==> src/rtl/fifo_pkg.sv <==
// Shared FIFO helpers: pointer-width convention, default flag thresholds and
// the fill-level computation used by both the async and sync FIFOs.
package fifo_pkg;

    // Pointers carry one extra wrap bit above the memory index.
    function automatic int unsigned ptr_width(input int unsigned addr_w);
        return addr_w + 1;
    endfunction

    function automatic int unsigned afull_thresh_default(input int unsigned addr_w);
        return (32'd1 << addr_w) - 32'd2;
    endfunction

    localparam int unsigned AEMPTY_THRESH_DEFAULT = 2;

    // Modular difference of two pointers of width ptr_w.
    function automatic logic [31:0] fifo_level(input logic [31:0] wptr,
                                               input logic [31:0] rptr,
                                               input int unsigned ptr_w);
        logic [31:0] mask;
        mask = (32'd1 << ptr_w) - 32'd1;
        return (wptr - rptr) & mask;
    endfunction

endpackage

==> src/rtl/fifo_mem.sv <==
// Simple dual-port RAM with a registered read port, shaped for iCE40 BRAM
// inference. The read register clears on rst so the FIFO output starts at 0.
module fifo_mem #(
    parameter int DATA_WIDTH = 16,
    parameter int ADDR_WIDTH = 4
) (
    input  logic                  clk,
    input  logic                  rst,
    input  logic                  w_en,
    input  logic [ADDR_WIDTH-1:0] w_addr,
    input  logic [DATA_WIDTH-1:0] w_data,
    input  logic                  r_en,
    input  logic [ADDR_WIDTH-1:0] r_addr,
    output logic [DATA_WIDTH-1:0] r_data
);

    localparam int DEPTH = 1 << ADDR_WIDTH;

    logic [DATA_WIDTH-1:0] mem [DEPTH];
    logic [DATA_WIDTH-1:0] r_data_q;

    always_ff @(posedge clk) begin
        if (w_en) begin
            mem[w_addr] <= w_data;
        end
    end

    always_ff @(posedge clk) begin
        if (rst) begin
            r_data_q <= '0;
        end else if (r_en) begin
            r_data_q <= mem[r_addr];
        end
    end

    assign r_data = r_data_q;

endmodule

==> src/rtl/sync_fifo.sv <==
// Single-clock FIFO with fill level, almost-full/empty and sticky error flags.
// Define SYNC_FIFO_FWFT_EN for first-word-fall-through reads.
module sync_fifo
    import fifo_pkg::*;
#(
    parameter int DATA_WIDTH    = 16,
    parameter int ADDR_WIDTH    = 4,
    parameter int AFULL_THRESH  = int'(afull_thresh_default(ADDR_WIDTH)),
    parameter int AEMPTY_THRESH = int'(AEMPTY_THRESH_DEFAULT)
) (
    input  logic                  clk,
    input  logic                  rst,
    input  logic                  w_en,
    input  logic [DATA_WIDTH-1:0] w_in,
    output logic                  w_full,
    output logic                  w_afull,
    output logic                  w_overflow,
    input  logic                  r_en,
    output logic [DATA_WIDTH-1:0] r_out,
    output logic                  r_empty,
    output logic                  r_aempty,
    output logic                  r_underflow,
    output logic [ADDR_WIDTH:0]   level
);

    localparam int PTR_W = int'(ptr_width(ADDR_WIDTH));
    typedef logic [PTR_W-1:0] ptr_t;
    localparam ptr_t AFULL_LVL  = ptr_t'(AFULL_THRESH);
    localparam ptr_t AEMPTY_LVL = ptr_t'(AEMPTY_THRESH);

    ptr_t wptr_q, wptr_d, rptr_q, rptr_d, level_q, level_d;
    logic w_full_q, w_full_d, w_afull_q, w_afull_d;
    logic w_overflow_q, w_overflow_d, r_underflow_q, r_underflow_d;
    logic r_empty_q, r_empty_d, r_aempty_q, r_aempty_d;
    logic wr_acc, rd_acc, mem_rd_en;
    logic [ADDR_WIDTH-1:0] mem_raddr;

    assign wr_acc = w_en & ~w_full_q;
    assign rd_acc = r_en & ~r_empty_q;

`ifdef SYNC_FIFO_FWFT_EN
    // fptr tracks words moved from the RAM into its output register; rptr
    // only advances when the consumer pops, so level counts the shown word.
    ptr_t fptr_q, fptr_d;
    logic vld_q, vld_d, fetch;

    always_comb begin
        fetch  = (wptr_q != fptr_q) && (!vld_q || rd_acc);
        fptr_d = fptr_q + ptr_t'(fetch);
        vld_d  = vld_q;
        if (fetch) begin
            vld_d = 1'b1;
        end else if (rd_acc) begin
            vld_d = 1'b0;
        end
    end

    always_ff @(posedge clk) begin
        if (rst) begin
            fptr_q <= '0;
            vld_q  <= 1'b0;
        end else begin
            fptr_q <= fptr_d;
            vld_q  <= vld_d;
        end
    end

    assign mem_rd_en = fetch;
    assign mem_raddr = fptr_q[ADDR_WIDTH-1:0];
`else
    assign mem_rd_en = rd_acc;
    assign mem_raddr = rptr_q[ADDR_WIDTH-1:0];
`endif

    always_comb begin
        wptr_d        = wptr_q + ptr_t'(wr_acc);
        rptr_d        = rptr_q + ptr_t'(rd_acc);
        level_d       = ptr_t'(fifo_level(32'(wptr_d), 32'(rptr_d), PTR_W));
        w_full_d      = (wptr_d[ADDR_WIDTH-1:0] == rptr_d[ADDR_WIDTH-1:0]) &&
                        (wptr_d[ADDR_WIDTH] != rptr_d[ADDR_WIDTH]);
        w_afull_d     = level_d >= AFULL_LVL;
        r_aempty_d    = level_d <= AEMPTY_LVL;
        w_overflow_d  = w_overflow_q | (w_en & w_full_q);
        r_underflow_d = r_underflow_q | (r_en & r_empty_q);
`ifdef SYNC_FIFO_FWFT_EN
        r_empty_d     = ~vld_d;
`else
        r_empty_d     = (wptr_d == rptr_d);
`endif
    end

    always_ff @(posedge clk) begin
        if (rst) begin
            wptr_q        <= '0;
            rptr_q        <= '0;
            level_q       <= '0;
            w_full_q      <= 1'b0;
            w_afull_q     <= 1'b0;
            w_overflow_q  <= 1'b0;
            r_empty_q     <= 1'b1;
            r_aempty_q    <= 1'b1;
            r_underflow_q <= 1'b0;
        end else begin
            wptr_q        <= wptr_d;
            rptr_q        <= rptr_d;
            level_q       <= level_d;
            w_full_q      <= w_full_d;
            w_afull_q     <= w_afull_d;
            w_overflow_q  <= w_overflow_d;
            r_empty_q     <= r_empty_d;
            r_aempty_q    <= r_aempty_d;
            r_underflow_q <= r_underflow_d;
        end
    end

    fifo_mem #(
        .DATA_WIDTH(DATA_WIDTH),
        .ADDR_WIDTH(ADDR_WIDTH)
    ) u_mem (
        .clk   (clk),
        .rst   (rst),
        .w_en  (wr_acc & ~rst),
        .w_addr(wptr_q[ADDR_WIDTH-1:0]),
        .w_data(w_in),
        .r_en  (mem_rd_en),
        .r_addr(mem_raddr),
        .r_data(r_out)
    );

    assign w_full      = w_full_q;
    assign w_afull     = w_afull_q;
    assign w_overflow  = w_overflow_q;
    assign r_empty     = r_empty_q;
    assign r_aempty    = r_aempty_q;
    assign r_underflow = r_underflow_q;
    assign level       = level_q;

endmodule

==> config.mk <==
export PLATFORM = sky130hd
export DESIGN_NAME = sync_fifo
export DESIGN_NICKNAME = d
export VERILOG_FILES = /design/src/rtl/fifo_pkg.sv /design/src/rtl/fifo_mem.sv /design/src/rtl/sync_fifo.sv
export SDC_FILE = /design/constraint.sdc
export NUM_CORES = 1
export LEC_CHECK = 0
export ABC_AREA = 1
export CORE_UTILIZATION = 61
export CTS_CLUSTER_SIZE = 12
export DETAILED_ROUTE_END_ITERATION = 8
export PLACE_DENSITY = 0.8
export SETUP_SLACK_MARGIN = 0.02
export SLEW_MARGIN = 20
export SYNTH_ARGS = -nofsm -noshare
export SYNTH_HDL_FRONTEND = slang
export SYNTH_SLANG_ARGS = --single-unit
==> constraint.sdc <==
create_clock -name clk -period 3.35 [get_ports clk]
set_clock_uncertainty 0.2 [all_clocks]
set_input_delay 0.335 -clock clk [delete_from_list [all_inputs] [get_ports clk]]
set_output_delay 0.335 -clock clk [all_outputs]
set_load 0.02 [all_outputs]
==> metrics.txt <==
fillcell total=~1300; Mapped Nets=around 1200; largest net degree at the start of global routing=89; mux share of post-synthesis cell area=0%; cts hold-fix bufs=0; initial core utilization=between 60% and 70%; via count=8627; post-layout util=71.3%; Setup crit end kind=flip-flop; WL/cell=slightly below 20 um; final count of pins violating max slew=0; die area=20500 um2; Net Sw Frac=between 20% and 30%; Synth Area in XOR/XNOR=0.0722%; Clk pwr share=between 30% and 40%; final setup fails=0; antenna-violating nets left=0; global-route wire length before repair=~45 mm; Place WS=0.564 ns; post-synth cell types=22; Synth Area in Compound Gates=less than 1%; Logic pwr share=a little over an eighth; Final HPWL DP=16.9 mm; DR vias/cell=5.75; worst hold path type=primary input to flip-flop; YS warnings=0; status=finished, final reports clean; FP Rows=between 50 and 60; clock period minus worst slack=approximately 2.5 ns; Psw=about 2 mW; clk buf depth=3; Synth Area in Simple Gates=25.1%; routability cong.=between 0.8 and 0.9; layout cell share with drive strength beyond 1=under 10%; CP bufs+invs=4; Seq pwr share=50.0%; Setup TNS=0 ns; Cells after Synth=between 1000 and 1500; Max Cap Viol=0; leakage power=5.40 nW; Root Buffer=clkbuf_16; total CTS buffers=29; CTS tree=yes; DRC Markers=0; RSZ-0062 raised after global routing=no; DIE WIDTH=between 100 and 150 um; Internal=between 6 and 7 mW; drt pass-1 iters=5; Crit-path slowest cell=buf_4; Port-buffer cells=46; synthesis-to-layout area growth=14.3%; post-synth design cell area=about 12000 um2; Worst-path clk slew=~0.06 ns; PostCTS Resize Cnt=0; final net count=around 1200; Fmax achieved=approximately 400 MHz; CP Launch Type=flip-flop; Worst Tran Pin Value=around 0.85 ns; final worst-path cycle share=approximately 75%; pwr dens=~590 nW/um2; Non-Filler Instances=between 1500 and 2000; clock network latency to the later pin of the worst-skew pair=roughly 0.54 ns; Inst Count DP=roughly 1400; H-tree depth=1; crit-path max FO=88; IR drop worst, VDD=489 uV; Iter 0 DRT Violations=approximately 1000; Core ar.=between 15000 and 20000 um2; setup ws final=0.853 ns; initial antenna violation count=0; die height=around 140 um; max incr delay on CP=approximately 0.55 ns; Crit path top cell by count=nand3_1; Top Ports=47; mean area per synthesized cell=around 10 um2; Crit path max-delay family=buffers and inverters; Post CTS Setup Buffer Count=0; adder-cell share of the synthesized area=0.825%; GRT Residual Overflow=0; Slew headroom=~43%; post-synthesis sequential area ratio=69.5%; Req. time, crit path=between 3 and 4 ns; Yosys reg bits=between 200 and 300; clk sinks=293; hold violation total from the final report=0; vias in the first global route=about 8400; final WL=29.4 mm; r2r setup slk=about 0.85 ns; critical path class=flip-flop to flip-flop; Critical Path AT=2.74 ns; Total GRT Usage=29.8%; n_diodes=0; CP Cell Sequence=buf_4 > clkinv_2 > buf_12 > nand2_1 > nand3_1 > nand3_1 > nand3_1 > nand2_1 > nand3_1 > nand2_1 > inv_1; largest family of logic cells by synthesized area=simple AND/OR/NAND/NOR gates
-- path summary, 6_finish.rpt --
path | startpoint | end | cells after the start
hold reg to reg | r_underflow$_SDFF_PP0_ | r_underflow$_SDFF_PP0_ | 2
setup / recovery | rptr_q[0]$_SDFF_PP0_ | u_mem.r_data[14]$_SDFFE_PP0N_ | 11
hold / removal | r_en | r_underflow$_SDFF_PP0_ | 3
setup reg to reg | rptr_q[0]$_SDFF_PP0_ | u_mem.r_data[14]$_SDFFE_PP0N_ | 11
-- cell usage after synthesis --
cell type | count | area, um2
o21ai_1 | 1 | 5.00
nand3_1 | 162 | 811
nand2_1 | 502 | 1880
nor2_4 | 1 | 11.3
buf_4 | 20 | 150
xnor2_1 | 1 | 8.76
nor2_1 | 71 | 267
inv_6 | 1 | 8.76
inv_2 | 3 | 11.3
nand3b_1 | 2 | 15.0
ha_1 | 8 | 100
edfxtp_1 | 256 | 7690
nand2_2 | 3 | 18.8
buf_2 | 27 | 135
a21oi_1 | 5 | 25.0
nand4_1 | 6 | 37.5
clkbuf_1 | 7 | 26.3
dfxtp_1 | 37 | 741
inv_1 | 42 | 158
nor3_1 | 1 | 5.00
buf_6 | 2 | 22.5
buf_1 | 1 | 3.75
-- per-layer routing --
layer / share of wire (%) / GRT usage, % / routed length, um / vias up
li1: - / - / - / 3975
met4: 3.3 / 12.2 / 984 / 0
met1: 38 / 39.8 / 11300 / 4104
met5: 0 / 0 / 0 / -
met3: 9.9 / 4.73 / 2900 / 77
met2: 48 / 49.2 / 14200 / 471
-- cell usage in the layout (no fill, tap or decap), drive strengths merged --
| master | Yosys | final |
|---|---|---|
| nand2 | 505 | 505 |
| edfxtp | 256 | 256 |
| nand3 | 162 | 162 |
| nor2 | 72 | 72 |
| clkbuf | 7 | 50 |
| clkdlybuf4s50 | 0 | 46 |
| inv | 46 | 46 |
| dfxtp | 37 | 37 |
| buf | 50 | 34 |
| ha | 8 | 8 |
| nand4 | 6 | 6 |
| a21oi | 5 | 5 |
| clkinv | 0 | 3 |
| nand3b | 2 | 2 |
| xnor2 | 1 | 1 |
| nor3 | 1 | 1 |
| o21ai | 1 | 1 |
| bufinv | 0 | 1 |
-- worst reg2reg max path: cells and delay by family (launching register included) --
kind | cells | cell delay, ns
buf+inv | 4 | 1.06
simple gates | 7 | 0.79
flops | 1 | 0.36
-- cell type report --
cell class	instances	area [um2]	area share, %
tap	265	332	2.39
clock buffer	50	825	5.94
clock inverter	4	48.8	0.352
multi-input combinational	763	3230	23.3
inverter	46	179	1.29
sequential	293	8430	60.8
timing repair buffer	80	828	5.97
-- registers in the layout, summed over array words and instances, names as in the netlist --
register      cells
level             5
r_aempty          1
w_full            1
r_underflow       1
rptr_q            5
u_mem.r_data     16
wptr_q            5
u_mem.mem       256
w_afull           1
r_empty           1
w_overflow        1
-- cells by family after synthesis --
kind of cell	Yosys count
fa+ha+maj	8
buf+inv	103
flops	293
simple gates	748
xor+xnor	1
compound gates	6
-- power by group through the flow --
stage | registers, mW | logic (mW) | clock network [mW]
6_report | 4.09 | 1.08 | 3.01
5_1_grt | 4.10 | 1.20 | 3.17
4_1_cts | 4.09 | 1.08 | 3.02
3_5_place_dp | 4.17 | 1.06 | 0
3_3_place_gp | 4.17 | 1.03 | 0
2_1_floorplan | 4.23 | 0.648 | 0
-- per-stage QoR --
stage,cell area (um2),hold WS [ns],power (mW)
after detailed placement,13000,0.264,5.23
final,13900,0.229,8.18
after global placement,13000,0.262,5.20
after CTS,13900,0.228,8.19
after global routing,13900,0.251,8.47
after floorplan,12100,0.234,4.88
Power figures use the tool's default switching activity.
